<file path="src/rtl/opl3_phase_acc.sv">
// Per-operator phase accumulator (NCO) for the OPL3 operator pipeline.
// Three register levels: input capture, accumulator read, then update plus output.
module opl3_phase_acc #(
    parameter int PHASE_ACC_WIDTH = 20,
    parameter int NUM_BANKS       = 2,
    parameter int OPS_PER_BANK    = 18,
    parameter int PHASE_OUT_WIDTH = 10
) (
    input  logic                                      clk,
    input  logic                                      reset_n,
    input  logic                                      slot_en,
    input  logic [$clog2(NUM_BANKS)-1:0]              bank_num,
    input  logic [$clog2(OPS_PER_BANK)-1:0]           op_num,
    input  logic [PHASE_ACC_WIDTH-1:0]                phase_inc,
    input  logic                                      key_on,
    input  logic [PHASE_OUT_WIDTH-1:0]                modulation,
    output logic                                      phase_valid,
    output logic [PHASE_OUT_WIDTH-1:0]                phase_out,
    output logic [$clog2(NUM_BANKS*OPS_PER_BANK)-1:0] phase_slot
);

    localparam int NUM_SLOTS = NUM_BANKS * OPS_PER_BANK;
    localparam int SLOT_W    = $clog2(NUM_SLOTS);
    localparam int BANK_W    = $clog2(NUM_BANKS);
    localparam int OP_W      = $clog2(OPS_PER_BANK);
    localparam int IDX_W     = BANK_W + OP_W + 1;
    localparam int ACC_W     = PHASE_ACC_WIDTH;
    localparam int OUT_W     = PHASE_OUT_WIDTH;

    localparam logic [OP_W:0]      OPS_LIM   = (OP_W + 1)'(OPS_PER_BANK);
    localparam logic [IDX_W-1:0]   SLOTS_LIM = IDX_W'(NUM_SLOTS);
    localparam logic [IDX_W-1:0]   OPS_MUL   = IDX_W'(OPS_PER_BANK);

    // Handshake: no backpressure. slot_en qualifies the slot inputs for one
    // cycle; phase_valid is a one-cycle pulse qualifying phase_out/phase_slot,
    // which hold their last values while phase_valid is low.

    logic [IDX_W-1:0] raw_idx;
    logic             slot_ok;

    assign raw_idx = IDX_W'(bank_num) * OPS_MUL + IDX_W'(op_num);
    assign slot_ok = ({1'b0, op_num} < OPS_LIM) && (raw_idx < SLOTS_LIM);

    logic              p1_valid_q;
    logic [SLOT_W-1:0] p1_slot_q;
    logic [ACC_W-1:0]  p1_inc_q;
    logic              p1_kon_q;
    logic [OUT_W-1:0]  p1_mod_q;

    logic              p2_valid_q;
    logic [SLOT_W-1:0] p2_slot_q;
    logic [ACC_W-1:0]  p2_inc_q;
    logic              p2_kon_q;
    logic [OUT_W-1:0]  p2_mod_q;
    logic [ACC_W-1:0]  p2_acc_q;
    logic              p2_kprev_q;

    logic [ACC_W-1:0]  acc_q [NUM_SLOTS];
    logic              kon_prev_q [NUM_SLOTS];

    logic              phase_valid_q;
    logic [OUT_W-1:0]  phase_out_q;
    logic [SLOT_W-1:0] phase_slot_q;

    logic              fwd_hit;
    logic [ACC_W-1:0]  rd_acc;
    logic              rd_kprev;
    logic [ACC_W-1:0]  acc_d;
    logic [OUT_W-1:0]  phase_out_d;

    always_comb begin
        acc_d = '0;
        if (!(p2_kon_q && !p2_kprev_q)) begin
            acc_d = p2_acc_q + p2_inc_q;
        end
        phase_out_d = acc_d[ACC_W-1 -: OUT_W] + p2_mod_q;
    end

    // A slot presented on consecutive cycles reads the value being written now.
    always_comb begin
        fwd_hit  = p2_valid_q && (p2_slot_q == p1_slot_q);
        rd_acc   = acc_q[p1_slot_q];
        rd_kprev = kon_prev_q[p1_slot_q];
        if (fwd_hit) begin
            rd_acc   = acc_d;
            rd_kprev = p2_kon_q;
        end
    end

    always_ff @(posedge clk or negedge reset_n) begin
        if (!reset_n) begin
            p1_valid_q <= 1'b0;
            p1_slot_q  <= '0;
            p1_inc_q   <= '0;
            p1_kon_q   <= 1'b0;
            p1_mod_q   <= '0;
            p2_valid_q <= 1'b0;
            p2_slot_q  <= '0;
            p2_inc_q   <= '0;
            p2_kon_q   <= 1'b0;
            p2_mod_q   <= '0;
            p2_acc_q   <= '0;
            p2_kprev_q <= 1'b0;
        end else begin
            p1_valid_q <= slot_en && slot_ok;
            p1_slot_q  <= raw_idx[SLOT_W-1:0];
            p1_inc_q   <= phase_inc;
            p1_kon_q   <= key_on;
            p1_mod_q   <= modulation;
            p2_valid_q <= p1_valid_q;
            p2_slot_q  <= p1_slot_q;
            p2_inc_q   <= p1_inc_q;
            p2_kon_q   <= p1_kon_q;
            p2_mod_q   <= p1_mod_q;
            p2_acc_q   <= rd_acc;
            p2_kprev_q <= rd_kprev;
        end
    end

    always_ff @(posedge clk or negedge reset_n) begin
        if (!reset_n) begin
            for (int i = 0; i < NUM_SLOTS; i++) begin
                acc_q[i]      <= '0;
                kon_prev_q[i] <= 1'b0;
            end
        end else if (p2_valid_q) begin
            acc_q[p2_slot_q]      <= acc_d;
            kon_prev_q[p2_slot_q] <= p2_kon_q;
        end
    end

    always_ff @(posedge clk or negedge reset_n) begin
        if (!reset_n) begin
            phase_valid_q <= 1'b0;
            phase_out_q   <= '0;
            phase_slot_q  <= '0;
        end else begin
            phase_valid_q <= p2_valid_q;
            if (p2_valid_q) begin
                phase_out_q  <= phase_out_d;
                phase_slot_q <= p2_slot_q;
            end
        end
    end

    assign phase_valid = phase_valid_q;
    assign phase_out   = phase_out_q;
    assign phase_slot  = phase_slot_q;

endmodule

</file>
<file path="config.mk">
export PLATFORM = sky130hd
export DESIGN_NAME = opl3_phase_acc
export DESIGN_NICKNAME = d
export VERILOG_FILES = /design/src/rtl/opl3_phase_acc.sv
export SDC_FILE = /design/constraint.sdc
export NUM_CORES = 2
export LEC_CHECK = 0
export BUFFER_PORTS_ARGS = -buffer_cell sky130_fd_sc_hd__buf_2
export CORE_MARGIN = 2
export CORE_UTILIZATION = 50
export CTS_CLUSTER_DIAMETER = 30
export DETAILED_ROUTE_END_ITERATION = 12
export PLACE_DENSITY = 0.67
export SLEW_MARGIN = 0
export SYNTH_ARGS = -nofsm -noshare
export SYNTH_HDL_FRONTEND = slang
export SYNTH_SLANG_ARGS = --single-unit
</file>
<file path="constraint.sdc">
create_clock -name clk -period 10.49 [get_ports clk]
set_input_delay 0.5245 -clock clk [delete_from_list [all_inputs] [get_ports clk]]
set_output_delay 0.5245 -clock clk [all_outputs]
set_load 0.1 [all_outputs]
</file>
==> impl_metrics.yaml <==
layout:
  multi_input_area_um2: 14730
  area_growth_pct: 18.79
  design_area_um2: 44880
  final_cell_mix: "dfrtp_1, nand2_1, o21ai_0, mux4_2, clkbuf_16"
  nets: 3399
  nFillCells: 5637
  final-seq-area_um2: 21780
  fin_util_pct: 60.18
  mostFrequentLayoutCell: "dfrtp_1"
  finalNonFillerCells: 4436
  drive_above_1_share_pct: 21.21
yosys:
  ys_async_sr_fraction_pct: 100.0
  synthFlopType: "dfrtp_1"
  synth-seq-cells: 870
  ys_types: 57
  synth_edf_count: 0
  seq_area_frac_synth_pct: 57.62
  syn_area_um2: 37780
  syn_nets: 3369
  synth.avg_cell_area_um2: 11.46
  syn-instance-count: 3296
  ys_warn_count: 0
clock_tree:
  postCtsResizedCells: 0
  clk_latency_ns: 0.75
  clk_path_buf_depth: 3
  root_buffer: "clkbuf_16"
  cts_hold_buf: 35
  tritoncts: "yes"
  htree_num_levels: 4
  numCtsBuffers: 161
  clk_pin_slew_ns: 0.05
  cts_num_sinks: 870
  post-cts-setup-buffers: 0
place:
  place_congestion: 0.8287
  numPortBuffers: 56
  dp.cells: 4097
  dpl_cell_area_um2: 38680
  post-dp-hpwl_um: 57360
  place_ws_ns: 5.160
sta:
  relSlewSlack_pct: 16.21
  finalHoldViolCount: 0
  period_minus_slack_ns: 5.390
  tightest_slew_ns: 1.254
  fmax_mhz: 185.5
  finClkSkew_ns: 0.02395
  slew_viol_final: 0
  worst_slack_ns: 5.100
  hold_ws_ns: 0.03296
  rsz0062_at_grt: "false"
  setup_violations: 0
  fin_tns_setup_ns: 0
  period_share_pct: 51.38
worst_setup_path:
  slowest_stage: "nand2_1"
  start_kind: "flip-flop"
  path_cells: "ha_1 > fa_1 > a21o_1 > a2111oi_4 > o21ai_1 > a21oi_1 > xnor2_1 > nand2_1 > inv_1 > ha_1 > nor2b_1 > o21ai_0 > a21boi_0 > o21ai_0 > a21boi_0 > nor2_1 > o311ai_0"
  r2r-end: "phase_out[8]$_DFFE_PN0P_"
  r2r_cells: 17
  cp_top_family: "compound AO/OA/AOI/OAI gates"
  required_ns: 11.09
  critical_path_depth: 17
  cp_slowest_stage_delay_ns: 0.85
  critPathCaptureType: "flip-flop"
  arrival_ns: 5.99
  r2r-start: "p2_inc_q[0]$_DFF_PN0_"
  path_class: "reg -> reg"
  r2r_setup_slack_ns: 5.10
  cp_num_buf_inv: 1
  critPathMaxFanout: 38
hold_path:
  hold_path.class: "in -> reg"
  hold_path_end: "p1_slot_q[1]$_DFF_PN0_"
  min_path_cells: 2
  hold_start: "op_num[1]"
routing:
  drtPass1Iterations: 7
  drc: 0
  totalWireLength_um: 102300
  routedWlPerCell_um: 23.07
  drt-initial-drc-count: 2526
  vias_per_cell: 5.959
  via_count: 26440
  ant_nets: 0
global_routing:
  grtUsageTotal_pct: 27.23
  antenna_found_initial: 2
  grt_pass1_wl_um: 160700
  grt_overflow: 0
  grt_pass1_vias: 27650
  grt_max_degree: 194
floorplan:
  die_area_um2: 77780
  start_util_pct: 50.66
  die_w_um: 278.9
  fp.dieH_um: 278.9
  rows: 100
  core_um2: 74570
  ios: 57
power:
  power_density_nw_per_um2: 239.8
  p_leak_nw: 20.07
  vdd.ir_drop.worst_mv: 0.1695
  design_power_total_mw: 10.76
run_status:
  outcome: "completed"
run:
  drv_cap: 0
kinds of logic after synthesis:
| kind of cell | Yosys count | synth area share [%] |
|---|---|---|
| multiplexers | 303 | 15.84 |
| XOR/XNOR | 26 | 0.6027 |
| adder cells (fa/ha/maj) | 33 | 1.133 |
| AO/OA/AOI/OAI | 838 | 11.72 |
| flip-flops | 870 | 57.62 |
| AND/OR/NAND/NOR | 910 | 9.614 |
| buffers and inverters | 316 | 3.471 |
worst max-delay path by stage:
stage	endpoint	slack (ns)	startpoint
floorplan	phase_out[8]$_DFFE_PN0P_	6.29	p2_inc_q[0]$_DFF_PN0_
global placement	phase_out[8]$_DFFE_PN0P_	5.51	p2_inc_q[0]$_DFF_PN0_
detailed placement	phase_out[8]$_DFFE_PN0P_	5.16	p2_inc_q[0]$_DFF_PN0_
CTS	phase_out[8]$_DFFE_PN0P_	5.12	p2_inc_q[0]$_DFF_PN0_
global route	phase_out[8]$_DFFE_PN0P_	4.75	p2_inc_q[0]$_DFF_PN0_
finish	phase_out[8]$_DFFE_PN0P_	5.10	p2_inc_q[0]$_DFF_PN0_
final cells by class:
type | count | area share [%]
clock inverters | 112 | 3.398
clock buffers | 191 | 9.629
multi-input cells | 2110 | 32.82
diodes | 1 | 0.005576
flip-flops and latches | 870 | 48.54
inverters | 21 | 0.1756
well taps | 969 | 2.701
repair buffers | 162 | 2.727
state kept, by name (all words and copies together) (netlist names), 10 cells and up:
| register | flops |
|---|---|
| acc_q | 720 |
| kon_prev_q | 36 |
| p1_inc_q | 20 |
| p2_acc_q | 20 |
| p2_inc_q | 20 |
| p1_mod_q | 10 |
| p2_mod_q | 10 |
| phase_out | 10 |
cells in the mapped netlist (all sizes together), types with 3 or more instances:
library cell	instances	share of area [%]
mux2	48	1.4
and2	3	0.050
nor3	10	0.13
a21o	12	0.24
dfrtp	870	58
xor2	7	0.16
nor2b	6	0.099
nand3b	6	0.12
nor3b	4	0.079
nand2b	27	0.45
a21oi	40	0.55
or3	5	0.083
a211o	3	0.070
mux2i	24	0.64
nand2	784	7.8
mux4	231	14
buf	60	0.91
clkbuf	235	2.3
xnor2	19	0.44
nand3	8	0.11
ha	31	1.0
a31oi	3	0.050
nor2	42	0.42
inv	21	0.21
o21ai	756	10
nand4	9	0.15
where the power goes:
part	internal (mW)	total, mW	leakage [nW]	switching, mW
Sequential	3.71	3.92	11.8	0.210
Clock	3.61	5.47	2.81	1.86
Combinational	0.474	1.37	5.47	0.896
Total	7.79	10.8	20.1	2.97
layer usage:
metal	global-route usage, %	vias to the layer above	wire length, um
li1	-	11590	-
met1	36.22	13540	41860
met4	11.52	0	3921
met5	0	-	0
met3	6.309	265	7720
met2	43.39	1039	48840
No activity file was read; power rests on OpenSTA's default activity.
